## src/rtl/otter_pkg.sv

```systemverilog
// ----------------------------------------------------------------------------
// otter_pkg -- shared definitions for the OTTER pipeline.
//
// Provides the datapath width, ALU function opcodes, operand-select
// encodings, the x0 register address, the ID/EX holding-register state
// type and a helper that decides whether a writeback source matches a
// source register.
// ----------------------------------------------------------------------------
package otter_pkg;

    localparam int XLEN = 32;

    // ALU function opcodes ({funct7[5], funct3} style encoding)
    localparam logic [3:0] ALU_ADD  = 4'b0000;
    localparam logic [3:0] ALU_SLL  = 4'b0001;
    localparam logic [3:0] ALU_SLT  = 4'b0010;
    localparam logic [3:0] ALU_SLTU = 4'b0011;
    localparam logic [3:0] ALU_XOR  = 4'b0100;
    localparam logic [3:0] ALU_SRL  = 4'b0101;
    localparam logic [3:0] ALU_OR   = 4'b0110;
    localparam logic [3:0] ALU_AND  = 4'b0111;
    localparam logic [3:0] ALU_SUB  = 4'b1000;
    localparam logic [3:0] ALU_LUI  = 4'b1001;
    localparam logic [3:0] ALU_SRA  = 4'b1101;

    // Operand source selects
    localparam logic SRCA_RS1 = 1'b0;
    localparam logic SRCA_PC  = 1'b1;
    localparam logic SRCB_RS2 = 1'b0;
    localparam logic SRCB_IMM = 1'b1;

    localparam logic [4:0] REG_X0 = 5'd0;

    typedef enum logic {
        ST_EMPTY = 1'b0,
        ST_FULL  = 1'b1
    } stage_state_t;

    // A later stage supplies rs when it writes the same register,
    // except x0 which is hard-wired to zero and never forwarded.
    function automatic logic rf_match(input logic       we,
                                      input logic [4:0] rd,
                                      input logic [4:0] rs);
        return we && (rd == rs) && (rd != REG_X0);
    endfunction

endpackage

```

## src/rtl/id_ex_stage_fwd_mux.sv

```systemverilog
// ----------------------------------------------------------------------------
// fwd_mux -- per-operand forwarding select.
//
// Ports:
//   rs_addr / rs_data          source register address and register-file data
//   mem_rd_addr/_rf_we/_result MEM-stage writeback source (highest priority)
//   wb_rd_addr/_rf_we/_result  WB-stage writeback source
//   rs_resolved                mem match ? mem_result : wb match ? wb_result : rs_data
//   rs_match                   either later stage matches rs (used for hazards
//                              when forwarding is compiled out)
// ----------------------------------------------------------------------------
module fwd_mux
    import otter_pkg::*;
#(
    parameter int XLEN = otter_pkg::XLEN
) (
    input  logic [4:0]      rs_addr,
    input  logic [XLEN-1:0] rs_data,
    input  logic [4:0]      mem_rd_addr,
    input  logic            mem_rf_we,
    input  logic [XLEN-1:0] mem_result,
    input  logic [4:0]      wb_rd_addr,
    input  logic            wb_rf_we,
    input  logic [XLEN-1:0] wb_result,
    output logic [XLEN-1:0] rs_resolved,
    output logic            rs_match
);

    logic mem_hit;
    logic wb_hit;

    assign mem_hit = rf_match(mem_rf_we, mem_rd_addr, rs_addr);
    assign wb_hit  = rf_match(wb_rf_we, wb_rd_addr, rs_addr);

    // MEM holds the younger result, so it wins over WB.
    always_comb begin
        rs_resolved = rs_data;
        if (mem_hit) begin
            rs_resolved = mem_result;
        end else if (wb_hit) begin
            rs_resolved = wb_result;
        end
    end

    assign rs_match = mem_hit || wb_hit;

endmodule

```

## src/rtl/id_ex_stage.sv

```systemverilog
// ----------------------------------------------------------------------------
// id_ex_stage -- one-entry ID/EX pipeline register with operand selection,
// forwarding and load-use style hazard detection.
//
// Build option: define ID_EX_FORWARD_EN to forward MEM/WB results into the
// operands. Without it, operands come straight from the register file and
// any MEM/WB match against a used source stalls instead.
//
// Ports:
//   CLK, RST                       clock, synchronous active-high reset
//   in_valid / in_ready            decode-to-stage handshake
//   in_rs1_addr..in_pc             decoded operands
//   in_srcA, in_srcB               operand selects (rs1/pc, rs2/imm)
//   in_alu_fun, in_rd_addr, in_rf_we  control fields carried to EX
//   mem_*, wb_*                    forwarding sources
//   flush                          drop held and incoming instruction
//   ex_valid / ex_ready            stage-to-ALU handshake
//   alu_a, alu_b, alu_fun          registered ALU inputs
//   ex_rd_addr, ex_rf_we           registered destination info
//   stall_cnt                      saturating count of hazard-stall cycles
// ----------------------------------------------------------------------------
module id_ex_stage
    import otter_pkg::*;
#(
    parameter int XLEN = otter_pkg::XLEN
) (
    input  logic            CLK,
    input  logic            RST,
    input  logic            in_valid,
    output logic            in_ready,
    input  logic [4:0]      in_rs1_addr,
    input  logic [4:0]      in_rs2_addr,
    input  logic [XLEN-1:0] in_rs1_data,
    input  logic [XLEN-1:0] in_rs2_data,
    input  logic [XLEN-1:0] in_imm,
    input  logic [XLEN-1:0] in_pc,
    input  logic            in_srcA,
    input  logic            in_srcB,
    input  logic [3:0]      in_alu_fun,
    input  logic [4:0]      in_rd_addr,
    input  logic            in_rf_we,
    input  logic [4:0]      mem_rd_addr,
    input  logic            mem_rf_we,
    input  logic [XLEN-1:0] mem_result,
    input  logic [4:0]      wb_rd_addr,
    input  logic            wb_rf_we,
    input  logic [XLEN-1:0] wb_result,
    input  logic            flush,
    output logic            ex_valid,
    input  logic            ex_ready,
    output logic [XLEN-1:0] alu_a,
    output logic [XLEN-1:0] alu_b,
    output logic [3:0]      alu_fun,
    output logic [4:0]      ex_rd_addr,
    output logic            ex_rf_we,
    output logic [15:0]     stall_cnt
);

    stage_state_t    state_reg;
    stage_state_t    state_next;
    logic [XLEN-1:0] alu_a_reg;
    logic [XLEN-1:0] alu_b_reg;
    logic [3:0]      alu_fun_reg;
    logic [4:0]      ex_rd_addr_reg;
    logic            ex_rf_we_reg;
    logic [15:0]     stall_cnt_reg;

    // Operand index 0 = rs1, 1 = rs2
    logic [4:0]      rs_addr     [2];
    logic [XLEN-1:0] rs_data     [2];
    logic [XLEN-1:0] rs_fwd_data [2];
    logic [XLEN-1:0] rs_resolved [2];
    logic [1:0]      rs_match;
    logic [1:0]      rs_used;

    logic ex_hazard;
    logic src_hazard;
    logic hazard;
    logic capture;
    logic drain;

    assign rs_addr[0] = in_rs1_addr;
    assign rs_addr[1] = in_rs2_addr;
    assign rs_data[0] = in_rs1_data;
    assign rs_data[1] = in_rs2_data;
    assign rs_used[0] = (in_srcA == SRCA_RS1);
    assign rs_used[1] = (in_srcB == SRCB_RS2);

    generate
        for (genvar gi = 0; gi < 2; gi++) begin : g_operand
            fwd_mux #(.XLEN(XLEN)) u_fwd_mux (
                .rs_addr     (rs_addr[gi]),
                .rs_data     (rs_data[gi]),
                .mem_rd_addr (mem_rd_addr),
                .mem_rf_we   (mem_rf_we),
                .mem_result  (mem_result),
                .wb_rd_addr  (wb_rd_addr),
                .wb_rf_we    (wb_rf_we),
                .wb_result   (wb_result),
                .rs_resolved (rs_fwd_data[gi]),
                .rs_match    (rs_match[gi])
            );
`ifdef ID_EX_FORWARD_EN
            assign rs_resolved[gi] = rs_fwd_data[gi];
`else
            assign rs_resolved[gi] = rs_data[gi];
`endif
        end
    endgenerate

    // The held instruction's result is not yet visible to MEM/WB, so a
    // dependent instruction must wait until it leaves this stage.
    assign ex_hazard = in_valid && (state_reg == ST_FULL) && ex_rf_we_reg &&
                       (ex_rd_addr_reg != REG_X0) &&
                       ((rs_used[0] && (ex_rd_addr_reg == in_rs1_addr)) ||
                        (rs_used[1] && (ex_rd_addr_reg == in_rs2_addr)));

`ifdef ID_EX_FORWARD_EN
    assign src_hazard = 1'b0;
`else
    // No bypass paths: wait until MEM/WB have written the register file.
    assign src_hazard = in_valid && |(rs_match & rs_used);
`endif

    assign hazard   = ex_hazard || src_hazard;
    assign ex_valid = (state_reg == ST_FULL);
    assign in_ready = (!ex_valid || ex_ready) && !hazard && !flush && !RST;
    assign capture  = in_valid && in_ready;
    assign drain    = ex_valid && ex_ready;

    // Next-state: flush beats capture, capture beats drain.
    always_comb begin
        state_next = state_reg;
        if (flush) begin
            state_next = ST_EMPTY;
        end else if (capture) begin
            state_next = ST_FULL;
        end else if (drain) begin
            state_next = ST_EMPTY;
        end
    end

    always_ff @(posedge CLK) begin
        if (RST) begin
            state_reg <= ST_EMPTY;
        end else begin
            state_reg <= state_next;
        end
    end

    // Payload only loads on capture, which keeps it stable under back-pressure.
    always_ff @(posedge CLK) begin
        if (RST) begin
            alu_a_reg      <= '0;
            alu_b_reg      <= '0;
            alu_fun_reg    <= ALU_ADD;
            ex_rd_addr_reg <= REG_X0;
            ex_rf_we_reg   <= 1'b0;
        end else if (capture) begin
            alu_a_reg      <= (in_srcA == SRCA_PC)  ? in_pc  : rs_resolved[0];
            alu_b_reg      <= (in_srcB == SRCB_IMM) ? in_imm : rs_resolved[1];
            alu_fun_reg    <= in_alu_fun;
            ex_rd_addr_reg <= in_rd_addr;
            ex_rf_we_reg   <= in_rf_we;
        end
    end

    always_ff @(posedge CLK) begin
        if (RST) begin
            stall_cnt_reg <= '0;
        end else if (in_valid && hazard && (stall_cnt_reg != 16'hFFFF)) begin
            stall_cnt_reg <= stall_cnt_reg + 16'd1;
        end
    end

    assign alu_a      = alu_a_reg;
    assign alu_b      = alu_b_reg;
    assign alu_fun    = alu_fun_reg;
    assign ex_rd_addr = ex_rd_addr_reg;
    assign ex_rf_we   = ex_rf_we_reg;
    assign stall_cnt  = stall_cnt_reg;

endmodule

```

## config.mk

```make
export PLATFORM = sky130hd
export DESIGN_NAME = id_ex_stage
export DESIGN_NICKNAME = d
export VERILOG_FILES = /design/src/rtl/otter_pkg.sv /design/src/rtl/id_ex_stage_fwd_mux.sv /design/src/rtl/id_ex_stage.sv
export SDC_FILE = /design/constraint.sdc
export NUM_CORES = 1
export LEC_CHECK = 0
export CAP_MARGIN = 20
export CORE_AREA = 2 2 126 128
export DETAILED_ROUTE_END_ITERATION = 8
export DIE_AREA = 0 0 128 130
export MAX_ROUTING_LAYER = met4
export PLACE_DENSITY = 0.69
export SLEW_MARGIN = 20
export SYNTH_ARGS = -nofsm -noshare
export SYNTH_HDL_FRONTEND = slang
export SYNTH_SLANG_ARGS = --single-unit
```

## constraint.sdc

```tcl
create_clock -name CLK -period 2.73 [get_ports CLK]
set_clock_uncertainty 0.05 [all_clocks]
set_input_delay 0.546 -clock CLK [delete_from_list [all_inputs] [get_ports CLK]]
set_output_delay 0.546 -clock CLK [all_outputs]
set_load 0.1 [all_outputs]
```

==> results.toml <==
[clocking]
numClockSinks = 91
cts_buffer_depth = 2
cts_tree = "done"
cts.htree.levels = 3
cts_hold_buf = 0
numCtsBuffers = 9
insertion_delay_ns = 0.34
root_buffer = "clkbuf_16"
path_clk_slew_ns = 0.07

[global_route]
groute.usage.overall = 0.166
antenna_found_initial = 0
grt_pass1_wl_mm = 21.2
grt_max_degree = 92
grt_pass1_vias = 4349
grt-ovfl-total = 0

[drt]
wl_met2_mm = 6.99
drc = 0
vias = 4471
drt_first_pass_iters = 4
met3_length_um = 935
viasPerCell = 4.74
drtAntennaViolNets = 0
post_drt_wl_per_cell_um = 14.9
dr.first_iter.drc_count = 145
postRouteWirelength_mm = 14.0
m1WireLength_mm = 5.93
routed.top_layer = "met4"

[logic_synthesis]
postSynthAreaPerCell_sq_um = 9.24
async_flop_share = 0
yosysSeqAreaShare = 0.417
ys_seq_elements = 91
synth_cells = 473
yosys.area.top_type = "dfxtp_1"
synthFlopType = "dfxtp_1"
synth_warnings = 0
synth_nets = 705
yosysTopAreaCellShare = 0.417
synth_area_leaders = "dfxtp_1 (42%), mux2i_1 (17%), a211oi_1 (11%)"
synth_cell_type_count = 30
synth_edf_count = 0
syn_area_sq_mm = 0.00437

[critical_path]
path_class = "input pin to primary output"
ff2ff_path_depth = 11
cp-end-kind = "primary output"
crit_arrival_ns = 2.09
rrSetupSlack_ns = 0.21
critPathLaunchType = "input pin"
r2r-start = "ex_rd_addr[0]$_SDFFE_PP0P_"
cp_max_fo = 2
critPathRequiredTime_ns = 2.13
crit_start = "mem_rd_addr[0]"
reg2reg_to = "stall_cnt[15]$_SDFFE_PP0P_"

[timing]
rsz0062_at_grt = "yes"
finalSetupViolCount = 0
tightestPinTransition_ns = 0.979
finalCritPeriodShare = 0.984
holdWs_ns = 0.448
timing.setup.tns_ns = 0
max_freq_ghz = 0.372
max-slew-margin-rel = 0.348
final_hold_viol_count = 0
fin_crit_ns = 2.69
drv_slew = 0

[placed_design]
routabilityCongestion = 0.895
hpwlAfterDp_mm = 10.9
dp_cells = 921
numPortBuffers = 258

[power]
p_leak_nw = 3.08
irDropWorstVdd_mv = 0.273
total_power_mw = 3.66
power_density_mw_per_mm2 = 486

[final_layout]
layout.nets = 977
final_common_cell = "clkdlybuf4s50_1"
mostFrequentLayoutCells = "clkdlybuf4s50_1 (143), buf_4 (127), dfxtp_1 (82)"
final_cells = 943
area_delta_synth_final_pct = 72.1
layout-drive-gt1-share = 0.231

[worst_hold_path]
whs_path_depth = 2
hold_end = "alu_b[19]$_SDFFE_PP0P_"
hp-class = "flip-flop to flip-flop"
hp-start = "alu_b[19]$_SDFFE_PP0P_"

[floorplanning]
rows = 46
core_area_sq_mm = 0.0154
ioPinCount = 323
die-area_sq_mm = 0.0166
start_util = 0.283
die_w_um = 128
chipHeight_um = 130

[outcome]
status = "complete, no violations"

[flow_run]
maxCapViolations = 0
==> metal layers <==
layer,global-route usage,up-vias
li1,-,2266
met1,0.192,2024
met2,0.284,169
met3,0.0385,12
met4,0.0537,0
met5,-,-
==> area by class of cell <==
type,count,area [sq um]
flip-flops and latches,91,1840
diodes,1,2.50
repair buffers,297,2660
inverters,2,7.51
multi-input cells,344,2490
well taps,192,240
fillers,1431,7910
clock buffers,9,225
clock inverters,7,51.3
==> where the power goes <==
| group | leakage [nW] | switching (mW) | internal, mW | total, mW |
|---|---|---|---|---|
| registers | 0.747 | 0.0326 | 1.38 | 1.42 |
| clock network | 0.133 | 0.546 | 0.624 | 1.17 |
| logic | 2.20 | 0.658 | 0.413 | 1.07 |
==> how the worst max path moves through the flow <==
stage / endpoint / slack, ns / cells after the start
4_1_cts: in_ready / 0.001 / 5
5_1_grt: in_ready / -0.008 / 5
3_5_place_dp: stall_cnt[9]$_SDFFE_PP0P_ / -0.40 / 9
2_1_floorplan: in_ready / -0.27 / 4
6_report: in_ready / 0.04 / 6
3_3_place_gp: stall_cnt[3]$_SDFFE_PP0P_ / -0.30 / 9
==> what timing repair did <==
action / CTS / global route
setup endpoints to repair: 12 / 28
pin swaps: 12 / 4
endpoints found under the hold margin: 0 / 0
buffers inserted: 6 / 0
gates resized for setup: 32 / 6
==> cell families after synthesis <==
group,share of synthesized area
buf+inv,0.0384
simple gates,0.147
fa+ha+maj,0.00286
xor+xnor,0.0662
mux,0.172
compound gates,0.156
flops,0.417
==> cell usage after synthesis, types with 3 or more instances <==
master / count
a211oi_1: 64
a21oi_1: 13
a21oi_2: 3
and3_1: 3
buf_2: 14
clkbuf_1: 20
dfxtp_1: 91
mux2i_1: 75
nand2_1: 7
nand3_1: 13
nand4_1: 4
nor2_1: 78
nor2b_1: 3
nor4_1: 5
o21ai_0: 12
or3_1: 14
or4_1: 3
xnor2_1: 13
xor2_1: 20
==> critical path, cell delays in order <==
cell and delay [ns]:
dlygate4sd2_1 0.25, or4_4 0.55, o21ai_4 0.17, a21oi_4 0.06
nor4_4 0.30, buf_12 0.22
==> per-stage QoR <==
step,setup slack [ns],instance area (sq um),utilization
floorplan,-0.269,4410,-
global placement,-0.295,7130,0.462
detailed placement,-0.395,7130,0.462
CTS,0.000996,7500,0.486
global route,-0.00808,7520,0.487
finish,0.0443,7520,0.488
No activity file was read; power rests on OpenSTA's default activity.
